## config.mk

```make
export PLATFORM = sky130hd
export DESIGN_NAME = mss_bus_switch_ibp_dec
export DESIGN_NICKNAME = d
export VERILOG_FILES = /design/src/rtl/mss_bus_switch_pkg.sv /design/src/rtl/mss_bus_switch_ord_fifo.sv /design/src/rtl/mss_bus_switch_ibp_dec.sv
export SDC_FILE = /design/constraint.sdc
export NUM_CORES = 1
export LEC_CHECK = 0
export ABC_AREA = 1
export CAP_MARGIN = 20
export CORE_AREA = 2 2 219 221
export DETAILED_ROUTE_END_ITERATION = 6
export DIE_AREA = 0 0 221 223
export HOLD_SLACK_MARGIN = 0.08
export SKIP_CTS_REPAIR_TIMING = 1
export SYNTH_ARGS = -nofsm -noshare
export SYNTH_HDL_FRONTEND = slang
export SYNTH_SLANG_ARGS = --single-unit
export TNS_END_PERCENT = 1
```

## constraint.sdc

```tcl
create_clock -name clk -period 3.6 [get_ports clk]
set_input_delay 0.72 -clock clk [delete_from_list [all_inputs] [get_ports clk]]
set_output_delay 0.72 -clock clk [all_outputs]
set_load 0.01 [all_outputs]
```

## src/rtl/mss_bus_switch_pkg.sv

```systemverilog
// Shared IBP field widths, port-ID sizing and reset level for the bus-switch
// decoder and its order FIFOs.
package mss_bus_switch_pkg;

  localparam int IBP_DSZ_W   = 3;
  localparam int IBP_BSZ_W   = 4;
  localparam int IBP_PROT_W  = 2;
  localparam int IBP_CACHE_W = 4;

  localparam logic RST_LVL = 1'b1;

  function automatic int port_id_w(input int np);
    return (np > 1) ? $clog2(np) : 1;
  endfunction

endpackage

```

## src/rtl/mss_bus_switch_ord_fifo.sv

```systemverilog
// Order FIFO holding target port IDs; head is the port currently owed data or
// a response. Push and pop together are allowed even when full.
module mss_bus_switch_ord_fifo
  import mss_bus_switch_pkg::*;
#(
  parameter int IDW   = 2,
  parameter int DEPTH = 4
) (
  input  logic           clk,
  input  logic           rst_a,
  input  logic           push_i,
  input  logic [IDW-1:0] id_i,
  input  logic           pop_i,
  output logic           full_o,
  output logic           empty_o,
  output logic [IDW-1:0] head_o
);
  localparam int PW = $clog2(DEPTH);
  localparam logic [PW-1:0] PTR_ONE = PW'(1);
  localparam logic [PW:0]   CNT_ONE = (PW+1)'(1);

  logic [PW-1:0]  wr_ptr_q, wr_ptr_d, rd_ptr_q, rd_ptr_d;
  logic [PW:0]    cnt_q, cnt_d;
  logic [IDW-1:0] mem_q [DEPTH];
  logic           do_push, do_pop;

  assign full_o  = (cnt_q == (PW+1)'(DEPTH));
  assign empty_o = (cnt_q == '0);
  assign head_o  = mem_q[rd_ptr_q];
  assign do_pop  = pop_i & ~empty_o;
  assign do_push = push_i & (~full_o | do_pop);

  always_comb begin
    wr_ptr_d = wr_ptr_q;
    rd_ptr_d = rd_ptr_q;
    cnt_d    = cnt_q;
    if (do_push) wr_ptr_d = wr_ptr_q + PTR_ONE;
    if (do_pop)  rd_ptr_d = rd_ptr_q + PTR_ONE;
    case ({do_push, do_pop})
      2'b10:   cnt_d = cnt_q + CNT_ONE;
      2'b01:   cnt_d = cnt_q - CNT_ONE;
      default: cnt_d = cnt_q;
    endcase
  end

  // NOTE: state registers use non-blocking assignments so every flop samples
  // pre-edge values regardless of process evaluation order.
  always_ff @(posedge clk) begin
    if (rst_a == RST_LVL) begin
      wr_ptr_q <= '0;
      rd_ptr_q <= '0;
      cnt_q    <= '0;
    end else begin
      wr_ptr_q <= wr_ptr_d;
      rd_ptr_q <= rd_ptr_d;
      cnt_q    <= cnt_d;
    end
  end

  // NOTE: storage is deliberately not reset; the count gates every read of it.
  always_ff @(posedge clk) begin
    if (do_push) mem_q[wr_ptr_q] <= id_i;
  end

endmodule

```

## src/rtl/mss_bus_switch_ibp_dec.sv

```systemverilog
// IBP address decoder: routes commands to NSLV targets or the default slave
// and steers write data and responses back in strict command order.
module mss_bus_switch_ibp_dec
  import mss_bus_switch_pkg::*;
#(
  parameter int               AW        = 32,
  parameter int               DW        = 64,
  parameter int               NSLV      = 2,
  parameter logic [NSLV*AW-1:0] SLV_BASE = '0,
  parameter logic [NSLV*AW-1:0] SLV_MASK = '0,
  parameter int               OUT_DEPTH = 4
) (
  input  logic                   clk,
  input  logic                   rst_a,
  input  logic                   m_ibp_cmd_valid,
  output logic                   m_ibp_cmd_accept,
  input  logic                   m_ibp_cmd_read,
  input  logic [AW-1:0]          m_ibp_cmd_addr,
  input  logic                   m_ibp_cmd_wrap,
  input  logic [IBP_DSZ_W-1:0]   m_ibp_cmd_data_size,
  input  logic [IBP_BSZ_W-1:0]   m_ibp_cmd_burst_size,
  input  logic [IBP_PROT_W-1:0]  m_ibp_cmd_prot,
  input  logic [IBP_CACHE_W-1:0] m_ibp_cmd_cache,
  input  logic                   m_ibp_cmd_lock,
  input  logic                   m_ibp_cmd_excl,
  output logic                   m_ibp_rd_valid,
  output logic                   m_ibp_rd_excl_ok,
  output logic                   m_ibp_err_rd,
  output logic                   m_ibp_rd_last,
  output logic [DW-1:0]          m_ibp_rd_data,
  input  logic                   m_ibp_rd_accept,
  input  logic                   m_ibp_wr_valid,
  input  logic                   m_ibp_wr_last,
  input  logic [DW-1:0]          m_ibp_wr_data,
  input  logic [DW/8-1:0]        m_ibp_wr_mask,
  output logic                   m_ibp_wr_accept,
  output logic                   m_ibp_wr_done,
  output logic                   m_ibp_wr_excl_done,
  output logic                   m_ibp_err_wr,
  input  logic                   m_ibp_wr_resp_accept,
  output logic [NSLV:0]          s_ibp_cmd_valid,
  input  logic [NSLV:0]          s_ibp_cmd_accept,
  output logic                   s_ibp_cmd_read,
  output logic [AW-1:0]          s_ibp_cmd_addr,
  output logic                   s_ibp_cmd_wrap,
  output logic [IBP_DSZ_W-1:0]   s_ibp_cmd_data_size,
  output logic [IBP_BSZ_W-1:0]   s_ibp_cmd_burst_size,
  output logic [IBP_PROT_W-1:0]  s_ibp_cmd_prot,
  output logic [IBP_CACHE_W-1:0] s_ibp_cmd_cache,
  output logic                   s_ibp_cmd_lock,
  output logic                   s_ibp_cmd_excl,
  input  logic [NSLV:0]          s_ibp_rd_valid,
  input  logic [NSLV:0]          s_ibp_rd_excl_ok,
  input  logic [NSLV:0]          s_ibp_err_rd,
  input  logic [NSLV:0]          s_ibp_rd_last,
  input  logic [(NSLV+1)*DW-1:0] s_ibp_rd_data,
  output logic [NSLV:0]          s_ibp_rd_accept,
  output logic [NSLV:0]          s_ibp_wr_valid,
  output logic [NSLV:0]          s_ibp_wr_last,
  output logic [DW-1:0]          s_ibp_wr_data,
  output logic [DW/8-1:0]        s_ibp_wr_mask,
  input  logic [NSLV:0]          s_ibp_wr_accept,
  input  logic [NSLV:0]          s_ibp_wr_done,
  input  logic [NSLV:0]          s_ibp_wr_excl_done,
  input  logic [NSLV:0]          s_ibp_err_wr,
  output logic [NSLV:0]          s_ibp_wr_resp_accept
);
  localparam int NP  = NSLV + 1;
  localparam int IDW = port_id_w(NP);

  logic [IDW-1:0] sel, rd_head, wd_head, wr_head;
  logic rd_full, rd_empty, wd_full, wd_empty, wr_full, wr_empty;
  logic cmd_stall, cmd_hs, rd_pop, wd_pop, wr_pop;

  // NOTE: every always_comb output gets a default first so no path infers a latch.
  always_comb begin
    sel = IDW'(NSLV);
    for (int i = NSLV - 1; i >= 0; i--) begin
      if ((m_ibp_cmd_addr & SLV_MASK[i*AW +: AW]) == SLV_BASE[i*AW +: AW]) sel = IDW'(i);
    end
  end

  assign cmd_stall = m_ibp_cmd_read ? rd_full : (wd_full | wr_full);

  always_comb begin
    s_ibp_cmd_valid  = '0;
    m_ibp_cmd_accept = 1'b0;
    if (!cmd_stall) begin
      s_ibp_cmd_valid[sel] = m_ibp_cmd_valid;
      m_ibp_cmd_accept     = s_ibp_cmd_accept[sel];
    end
  end

  assign cmd_hs               = m_ibp_cmd_valid & m_ibp_cmd_accept;
  assign s_ibp_cmd_read       = m_ibp_cmd_read;
  assign s_ibp_cmd_addr       = m_ibp_cmd_addr;
  assign s_ibp_cmd_wrap       = m_ibp_cmd_wrap;
  assign s_ibp_cmd_data_size  = m_ibp_cmd_data_size;
  assign s_ibp_cmd_burst_size = m_ibp_cmd_burst_size;
  assign s_ibp_cmd_prot       = m_ibp_cmd_prot;
  assign s_ibp_cmd_cache      = m_ibp_cmd_cache;
  assign s_ibp_cmd_lock       = m_ibp_cmd_lock;
  assign s_ibp_cmd_excl       = m_ibp_cmd_excl;
  assign s_ibp_wr_data        = m_ibp_wr_data;
  assign s_ibp_wr_mask        = m_ibp_wr_mask;

  mss_bus_switch_ord_fifo #(.IDW(IDW), .DEPTH(OUT_DEPTH)) u_rd_fifo (
    .clk, .rst_a, .push_i(cmd_hs & m_ibp_cmd_read), .id_i(sel), .pop_i(rd_pop),
    .full_o(rd_full), .empty_o(rd_empty), .head_o(rd_head));

  mss_bus_switch_ord_fifo #(.IDW(IDW), .DEPTH(OUT_DEPTH)) u_wd_fifo (
    .clk, .rst_a, .push_i(cmd_hs & ~m_ibp_cmd_read), .id_i(sel), .pop_i(wd_pop),
    .full_o(wd_full), .empty_o(wd_empty), .head_o(wd_head));

  mss_bus_switch_ord_fifo #(.IDW(IDW), .DEPTH(OUT_DEPTH)) u_wr_fifo (
    .clk, .rst_a, .push_i(cmd_hs & ~m_ibp_cmd_read), .id_i(sel), .pop_i(wr_pop),
    .full_o(wr_full), .empty_o(wr_empty), .head_o(wr_head));

  // Write beats only flow once their command sits at the wd_fifo head.
  always_comb begin
    s_ibp_wr_valid  = '0;
    s_ibp_wr_last   = '0;
    m_ibp_wr_accept = 1'b0;
    if (!wd_empty) begin
      s_ibp_wr_valid[wd_head] = m_ibp_wr_valid;
      s_ibp_wr_last[wd_head]  = m_ibp_wr_last;
      m_ibp_wr_accept         = s_ibp_wr_accept[wd_head];
    end
  end

  assign wd_pop = m_ibp_wr_valid & m_ibp_wr_accept & m_ibp_wr_last;

  always_comb begin
    m_ibp_rd_valid   = 1'b0;
    m_ibp_rd_excl_ok = 1'b0;
    m_ibp_err_rd     = 1'b0;
    m_ibp_rd_last    = 1'b0;
    m_ibp_rd_data    = '0;
    s_ibp_rd_accept  = '0;
    if (!rd_empty) begin
      m_ibp_rd_valid           = s_ibp_rd_valid[rd_head];
      m_ibp_rd_excl_ok         = s_ibp_rd_excl_ok[rd_head];
      m_ibp_err_rd             = s_ibp_err_rd[rd_head];
      m_ibp_rd_last            = s_ibp_rd_last[rd_head];
      m_ibp_rd_data            = s_ibp_rd_data[int'(rd_head)*DW +: DW];
      s_ibp_rd_accept[rd_head] = m_ibp_rd_accept;
    end
  end

  assign rd_pop = (m_ibp_rd_valid | m_ibp_err_rd) & m_ibp_rd_accept & m_ibp_rd_last;

  always_comb begin
    m_ibp_wr_done        = 1'b0;
    m_ibp_wr_excl_done   = 1'b0;
    m_ibp_err_wr         = 1'b0;
    s_ibp_wr_resp_accept = '0;
    if (!wr_empty) begin
      m_ibp_wr_done                 = s_ibp_wr_done[wr_head];
      m_ibp_wr_excl_done            = s_ibp_wr_excl_done[wr_head];
      m_ibp_err_wr                  = s_ibp_err_wr[wr_head];
      s_ibp_wr_resp_accept[wr_head] = m_ibp_wr_resp_accept;
    end
  end

  assign wr_pop = (m_ibp_wr_done | m_ibp_wr_excl_done | m_ibp_err_wr) & m_ibp_wr_resp_accept;

endmodule

```

### Word level (Yosys, flattened, before mapping)

Cells that the tools add are included.

| word-level totals | value |
|---|---|
| memories | 0 |
| logic and storage cells | 107 |
| latch bits | 0 |
| input port bits | 347 |
| register bits after elaboration | 9 |
| output and inout port bits | 209 |
| bits in read-only memories | 0 |
| bits in writable memories | 0 |

| operators by class | value |
|---|---|
| $add $sub $neg | 6 |
| reductions and logical operators | 9 |
| eq/ne operators | 9 |
| multiplexer cells | 41 |
| shift-type cells | 1 |
| bitwise logic cells | 32 |
| divide/modulo/power cells | 0 |
| $mul | 0 |
| $lt $le $gt $ge | 6 |

Operators with widths:

| operator | count |
|---|---|
| 192-bit by 9-bit variable part select with 64-bit output (second input constant) | 1 |
| 64-bit 2-to-1 mux | 1 |
| 1-bit 2-to-1 mux | 22 |
| 3-bit one-hot mux with 2 select lines | 3 |
| 1-bit binary-select mux with 2-bit select | 8 |
| 1-bit bitwise AND | 14 |
| 3-bit bitwise AND | 4 |
| 3-bit 2-to-1 mux | 4 |
| 3-bit by 1-bit adder with 3-bit output (second input constant) | 3 |
| 3-bit equality test (second input constant) | 3 |
| 3-bit zero test | 3 |
| 2-bit by 3-bit less-than comparator with 1-bit output (both inputs constant) | 3 |
| 3-bit by 1-bit subtractor with 3-bit output (second input constant) | 3 |
| 1-bit inverter | 7 |
| 1-bit OR | 7 |
| 1-bit demux with 2-bit select | 3 |
| 2-bit by 1-bit equality test with 1-bit output (second input constant) | 3 |
| 2-bit equality test (second input constant) | 3 |
| 2-bit by 1-bit >= comparator with 1-bit output (both inputs constant) | 3 |
| 2-bit nonzero test | 3 |
| 1-bit logical AND | 3 |

### Depth between registers and ports, before layout

Gate-level depths: netlist (run 1).

| depth | value |
|---|---|
| word-level depth | 11 |
| depth in mapped cells | 14 |
| gate-level depth less buffers | 14 |

### Cells and area by module

From an unflattened synthesis (run 1), not the netlist that was laid out.

| second synthesis, totals | value |
|---|---|
| cell total of the unflattened synthesis | 888 |
| area, all modules | 5367.6 µm² |

Modules (own cells, without submodules):

| module | sequential area each (µm²) | cells each | area each (µm²) | times used |
|---|---|---|---|---|
| mss_bus_switch_ibp_dec | 0.0 | 636 | 2999.1 | 1 |
| mss_bus_switch_ord_fifo | 420.4 | 84 | 789.5 | 3 |

### Worst setup path after synthesis (run 1)

Ideal clock, no wire load.

| path | value |
|---|---|
| kind | input port to flip-flop |
| from | in m_ibp_cmd_read |
| to | reg u_wd_fifo.cnt_q[1] |
| cell stages on the path | 8 |
| setup time | 0.086 ns |
| path slack | 1.590 ns |
| path buffers | 0 |
| required time | 3.514 ns |
| arrival | 1.924 ns |
| cells stage by stage | inv_1 nand3_1 nand2_1 nand4_1 ha_1 inv_1 fa_1 a211oi_1 |

| between the ends | value |
|---|---|
| cells in the longest elaborated chain, start to end | 7 |
| elaborated cells between the ends (all ways) | 10 |

Ends and longest elaborated chain:

| item | RTL line | text |
|---|---|---|
| start: declaration | mss_bus_switch_ibp_dec.sv:17 | `input logic m_ibp_cmd_read,` |
| 1-bit 2-to-1 mux | mss_bus_switch_ibp_dec.sv:83 | `assign cmd_stall = m_ibp_cmd_read ? rd_full : (wd_full \| wr_full);` |
| 1-bit 2-to-1 mux | mss_bus_switch_ibp_dec.sv:88 | `if (!cmd_stall) begin` |
| 1-bit bitwise AND | mss_bus_switch_ibp_dec.sv:94 | `assign cmd_hs = m_ibp_cmd_valid & m_ibp_cmd_accept;` |
| 1-bit bitwise AND * | mss_bus_switch_ibp_dec.sv:112 | `.clk, .rst_a, .push_i(cmd_hs & ~m_ibp_cmd_read), .id_i(sel), .pop_i(wd_pop),` |
| 1-bit bitwise AND * | mss_bus_switch_ord_fifo.sv:31 | `assign do_push = push_i & (~full_o \| do_pop);` |
| 2-bit by 1-bit equality test with 1-bit output or 2-bit equality test (tied branches) | mss_bus_switch_ord_fifo.sv:39 | `case ({do_push, do_pop})` |
| 3-bit one-hot mux with 2 select lines or 2-bit nonzero test (tied branches) | - |  |
| end signal: assignment | mss_bus_switch_ord_fifo.sv:56 | `cnt_q <= cnt_d;` |
| end: declaration | mss_bus_switch_ord_fifo.sv:23 | `logic [PW:0] cnt_q, cnt_d;` |

Every way passes the cells marked *; elsewhere a longest branch is shown, timed or not.
A chain may end at the register's enable or synchronous reset.

### Worst setup path in the final report (run 1)

| path | value |
|---|---|
| from | reg u_rd_fifo.cnt_q[0] |
| to | out m_ibp_rd_data[20] |

| between the ends | value |
|---|---|
| cells in the longest elaborated chain, start to end | 2 |

Ends and longest elaborated chain:

| item | RTL line | text |
|---|---|---|
| start: declaration | mss_bus_switch_ord_fifo.sv:23 |  |
| start signal: assignment | mss_bus_switch_ord_fifo.sv:56 |  |
| 3-bit zero test | mss_bus_switch_ord_fifo.sv:28 | `assign empty_o = (cnt_q == '0);` |
| 64-bit 2-to-1 mux | mss_bus_switch_ibp_dec.sv:140 | `if (!rd_empty) begin` |
| end: declaration | mss_bus_switch_ibp_dec.sv:30 | `output logic [DW-1:0] m_ibp_rd_data,` |

Every way passes these cells.

==> results.md, run 1 <==
- Delay-heaviest family, CP: buffers and inverters
- Peak supply drop: ~0.18 mV
- Fmax: 0.343 GHz
- Setup CP Type: reg2out
- Critical path buffers and inverters: 3
- Clock buffer depth: 2
- Initial antenna violation count: 1
- Worst Path Max Fanout: 26
- Worst path arrival time: between 2 and 2.5 ns
- Core area: around 0.047 sq mm
- Cells along the critical path: nor2_2 -> nand2_2 -> inv_2 -> buf_4 -> nor2_1 -> clkdlybuf4s50_1
- Final Hold Vio Count: 0
- Most frequent cell after synthesis: buf_4
- Post-synth EDFFs: 0
- Max Cap Viol: 0
- Main synth FF type: dfxtp_1
- Mapped Avg Cell Area: 5.90 sq um
- Clock sink total: 9
- Detail Placement HPWL: 10.4 mm
- # IOs: 556
- Mapped Area: 0.00227 sq mm
- Worst min path class: reg2reg
- Post-synth top area cell: buf_4
- Final wirelength: 11.5 mm
- Pwr Density: about 220 mW/mm^2
- Final count of negative-setup-slack endpoints: 0
- First-pass GRT wire length: 15.3 mm
- Row count: 80
- Clk_skew: between 0.0015 and 0.002 ns
- Placed cell areas: approximately 0.0037 sq mm
- LEAKAGE: between 1.5 and 2 nW
- Area contributors post-synth: buf_4 (43%), inv_1 (17%), nor2_1 (12%), dfxtp_1 (7.9%), nand2_1 (3.6%)
- Top-area cell type share of the netlist area: 0.433
- Routed Antenna Nets: 0
- Die width: 221 um
- CTS tree: done
- Die Y-Extent: 223 um
- Setup WS pre-CTS: between 0.7 and 0.8 ns
- Layout area overhead: 64.5%
- Cell variety after synth: 22
- Startpoint class of the critical path: register
- Seq. cell area: 180 sq um
- Multi-input gate area: 699 sq um
- Die Area: 0.0493 sq mm
- Critical Path Sink Type: output pin
- Nets: 775
- CP required: 2.88 ns
- Fin crit share: 0.811
- Worst Setup SP: u_rd_fifo.cnt_q[0]$_SDFFE_PP0P_
- Clock transition at path regs: ~0.040 ns
- H-tree depth: 1
- Slew Limit Fails: 0
- Largest net degree at the start of global routing: 30
- Minimum clock period: around 2.9 ns
- Vias in the first global route: about 2200
- DR iter-0 viols: 47
- Routed len/inst: 11.1 um
- Status: complete, no violations
- Reg-to-reg critical path startpoint: u_rd_fifo.cnt_q[0]$_SDFFE_PP0P_
- Number of fillers in the final layout: 5535
- Via count: 2181
- Total CTS buffers: 3
- Total Routing Usage GR: 0.0440
- Async SR Flop Fraction: 0
- Total Neg Setup Slack: 0 ns
- Fin worst setup slack: 0.681 ns
- Layout cells sized above 1: 0.0451
- DR vias/cell: 2.11
- Congestion Overflow GR: 0
- DRT Pass-1 Iters: 4
- Port bufs: 159
- Tot Pwr: 0.818 mW
- Fin util: 0.0792
- Worst-Skew Late Latency: 0.23 ns
- Final Cell Area: ~0.0037 sq mm
- Most frequent cells after synthesis: buf_4 (131), inv_1 (100), nor2_1 (72)
- Routability Congestion: 0.612
- Starting density of the core: 0.0481
- Root Driver: clkbuf_16
- CP max-delay cell: clkdlybuf4s50_1
- Post-Synthesis Cells: 385
- Crit-path max cell delay: 0.49 ns
- Hold_sp: u_wd_fifo.cnt_q[0]$_SDFFE_PP0P_
- RSZ-0062 raised after global routing: no
- Antenna Diode Count: 0
- Post-synthesis sequential area ratio: 0.0794
- Synth warn: 0
- Yosys reg bits: 9
- DRC viols: 0
[layer usage]
metal | wire length (um) | up-vias | global-route usage | share of wire
met3 | 2870 | 84 | 0.0473 | 0.25
li1 | - | 1014 | - | -
met4 | 1010 | 0 | 0.0353 | 0.087
met2 | 4830 | 214 | 0.0658 | 0.42
met5 | 0 | - | 0 | 0
met1 | 2820 | 869 | 0.0314 | 0.24
[path summary, 6_finish.rpt]
path	end	cells past startpoint	slack, ns
max reg2reg	u_rd_fifo.cnt_q[2]$_SDFFE_PP0P_	14	1.41
min	u_wd_fifo.cnt_q[0]$_SDFFE_PP0P_	2	0.45
min reg2reg	u_wd_fifo.cnt_q[0]$_SDFFE_PP0P_	2	0.45
max	m_ibp_rd_data[20]	6	0.68
[worst register-to-register path: cells and delay by family, from the launching register on]
kind | cells | cell delay [ns]
buffers and inverters | 4 | 0.37
adder cells (fa/ha/maj) | 2 | 0.56
AND/OR/NAND/NOR | 7 | 0.57
flip-flops | 1 | 0.36
AO/OA/AOI/OAI | 1 | 0.20
[report_power, final]
| group | switching (mW) | total (mW) | internal [mW] |
|---|---|---|---|
| Clock | 0.0483 | 0.196 | 0.148 |
| Sequential | 0.00674 | 0.117 | 0.110 |
| Combinational | 0.234 | 0.505 | 0.271 |
[layout by cell type, fill, tap and decap left out, types with 4 or more instances in the layout]
cell | netlist | routed
conb_1 | 1 | 10
nor2_2 | 11 | 11
inv_1 | 100 | 100
nand3_1 | 6 | 6
clkdlybuf4s50_1 | 0 | 159
nor3_1 | 4 | 4
nor2_1 | 72 | 72
nand2_1 | 22 | 22
a211oi_1 | 4 | 4
dfxtp_1 | 9 | 9
[flip-flops by register name, indices dropped and copies added (netlist names)]
name,count
u_rd_fifo.cnt_q,3
u_wd_fifo.cnt_q,3
u_wr_fifo.cnt_q,3
[cell families after synthesis]
kind of cell               Yosys count  synth area share
adders and majority gates            6            0.0430
AOI/OAI and AO/OA                   10            0.0298
other                                1           0.00165
buffers and inverters              240             0.627
and+or+nand+nor                    119             0.219
DFF                                  9            0.0794
[area by class of cell]
type | count | area share
clock buffers | 4 | 0.0211
inverters | 101 | 0.102
multi-input cells | 145 | 0.187
flip-flops and latches | 9 | 0.0483
well taps | 615 | 0.206
repair buffers | 162 | 0.436
[per-stage QoR]
step                cells  hold slack, ns
floorplan             394           0.436
global placement     1032           0.443
detailed placement   1032           0.448
CTS                  1036           0.454
global route         1036           0.470
finish               1036           0.453
No activity file was read; power rests on OpenSTA's default activity.
==> run 2: changes to the inputs <==
==> constraint.sdc (replaced) <==
create_clock -name clk -period 2.4 [get_ports clk]
set_input_delay 0.48 -clock clk [delete_from_list [all_inputs] [get_ports clk]]
set_output_delay 0.48 -clock clk [all_outputs]
set_load 0.01 [all_outputs]
==> run 2 against run 1 <==
Non-clock buffer count up 8. Count of clock-buffer cells in the layout unchanged. Largest cell class unchanged. Largest power group unchanged. Critical path type unchanged. Worst hold slack better by 0.0011 ns. Design area up 2.8%. Highest routed layer unchanged. Via count up 1.1%.
==> results.md, run 2 (synthesis gave the netlist of run 1 again) <==
- DR iter-0 viols: 46
- Die Area: 0.0493 sq mm
- Core area: 0.0471 sq mm
- Largest net degree at the start of global routing: 28
- Clock transition at path regs: about 0.040 ns
- Multi-input gate area: 712 sq um
- GRT busiest layer: met2
- Peak supply drop: 0.217 mV
- RSZ-0062 raised after global routing: yes
- Detail Placement HPWL: around 10 mm
- Fin crit share: 0.956
- Minimum clock period: 2.29 ns
- CTS tree: done
- Reg-to-reg critical path startpoint: u_rd_fifo.cnt_q[0]$_SDFFE_PP0P_
- Worst R2R Path Depth: 9
- Pwr Density: 326 mW/mm^2
- Final Hold Vio Count: 0
- Commonest non-fill, non-tap cell in the layout: clkdlybuf4s50_1
- DR vias/cell: roughly 2.1
- Startpoint class of the critical path: register
- Worst Hold Depth: 2
- Vias in the first global route: ~2200
- End of the worst register-to-register path: u_rd_fifo.cnt_q[1]$_SDFFE_PP0P_
- Met3 Use GR: 0.0485
- CP required: about 1.9 ns
- DRT Pass-1 Iters: 4
- Met1 Use GR: 0.0303
- FF-to-FF setup slack: 0.36 ns
- H-tree depth: 1
- # IOs: 556
- Placed cell areas: approximately 0.0037 sq mm
- Initial antenna violation count: 0
- Routed len/inst: ~11 um
- Die width: 221 um
- Total CTS buffers: 3
- Setup CP Type: reg2out
- Most frequent cells in the layout: clkdlybuf4s50_1 (154), inv_1 (100), nor2_1 (72), nand2_1 (22), nor2_2 (11)
- Number of fillers in the final layout: 5535
- Routability Congestion: 0.613
- Row count: 80
- Seq. cell area: between 150 and 200 sq um
- Critical Path Sink Type: output pin
- LEAKAGE: about 1.7 nW
- Max Cap Viol: 0
- Worst Path Max Fanout: 23
- Routed Antenna Nets: 0
- Congestion Overflow GR: 0
- Worst-Skew Late Latency: 0.23 ns
- Port bufs: 159
- Die Y-Extent: 223 um
- Final wirelength: 11.5 mm
- Setup WS pre-CTS: -0.190 ns
- Fin worst setup slack: 0.107 ns
- Root Driver: clkbuf_16
- Status: complete, no violations
- Total Routing Usage GR: 0.0436
- Clk_skew: 0.00112 ns
- Final count of negative-setup-slack endpoints: 0
- Via count: 2205
- Global-route track usage on met2: 0.0638
- Top Registers: u_rd_fifo.cnt_q x3, u_wd_fifo.cnt_q x3, u_wr_fifo.cnt_q x3
- Worst path arrival time: 1.81 ns
- Layout area overhead: 69.1%
- Starting density of the core: 0.0481
- Clock sink total: 9
- Fmax: around 0.44 GHz
- Layout cells sized above 1: 0.0676
- Worst min path class: reg2reg
- Final Cell Area: 0.00384 sq mm
- Clock buffer depth: 2
- Hold_sp: u_wd_fifo.cnt_q[0]$_SDFFE_PP0P_
- Hold EP: u_wd_fifo.cnt_q[0]$_SDFFE_PP0P_
- Slew Limit Fails: 0
- Antenna Diode Count: 0
- DRC viols: 0
- First-pass GRT wire length: 15.3 mm
- Nets: 783
## run 2: changes by cell type in the layout (fill, tap and decap cells not counted), sizes merged
| cell | before | now |
|---|---|---|
| dlymetal6s2s | 0 | 5 |
| buf | 3 | 11 |
| clkdlybuf4s50 | 159 | 154 |
## run 2: cell type report
cell class	instances	area share
clock buffers	4	0.0205
repair buffers	170	0.446
well taps	615	0.200
inverters	101	0.101
multi-input cells	145	0.185
flip-flops and latches	9	0.0469
## run 2: through the flow
stage | TNS [ns] | instances | utilization | hold slack, ns | power (mW)
final | 0 | 1044 | 0.0814 | 0.454 | 1.25
after global routing | -0.0695 | 1044 | 0.0814 | 0.470 | 1.36
after CTS | -11.32 | 1044 | 0.0807 | 0.454 | 1.27
after detailed placement | -0.457 | 1040 | 0.0791 | 0.448 | 0.968
after global placement | -0.301 | 1040 | 0.0791 | 0.443 | 0.959
after floorplan | 0 | 394 | - | 0.436 | 0.717
## run 2: power breakdown
group	switching (mW)	leakage (nW)	internal, mW
clock network	0.0714	0.0382	0.222
registers	0.0104	0.0733	0.165
logic	0.355	1.55	0.428
total	0.437	1.67	0.815
## run 2: per-layer routing
layer	up-vias	routed length [um]
li1	1031	-
met4	0	1120
met3	80	2900
met5	-	0
met1	880	2720
met2	214	4750
## run 2: how the worst max path moves through the flow
| stage | from | to | slack, ns | cells after the start |
|---|---|---|---|---|
| 2_1_floorplan | m_ibp_cmd_read | u_wd_fifo.cnt_q[1]$_SDFFE_PP0P_ | 0.63 | 8 |
| 3_3_place_gp | m_ibp_rd_accept | u_rd_fifo.cnt_q[2]$_SDFFE_PP0P_ | -0.15 | 12 |
| 3_5_place_dp | m_ibp_rd_accept | u_rd_fifo.cnt_q[2]$_SDFFE_PP0P_ | -0.19 | 12 |
| 4_1_cts | u_rd_fifo.cnt_q[0]$_SDFFE_PP0P_ | m_ibp_rd_data[62] | -0.26 | 6 |
| 5_1_grt | u_rd_fifo.cnt_q[0]$_SDFFE_PP0P_ | m_ibp_rd_data[45] | -0.02 | 6 |
| 6_report | u_rd_fifo.cnt_q[0]$_SDFFE_PP0P_ | m_ibp_rd_data[62] | 0.11 | 6 |
## run 2: worst max-delay path, cell delays in order, from the launching register on
cell             delay [ns]
dfxtp_1                0.32
nor2_2                 0.17
nand2_4                0.13
inv_8                  0.18
buf_12                 0.20
nor2_1                 0.06
clkdlybuf4s50_1        0.48
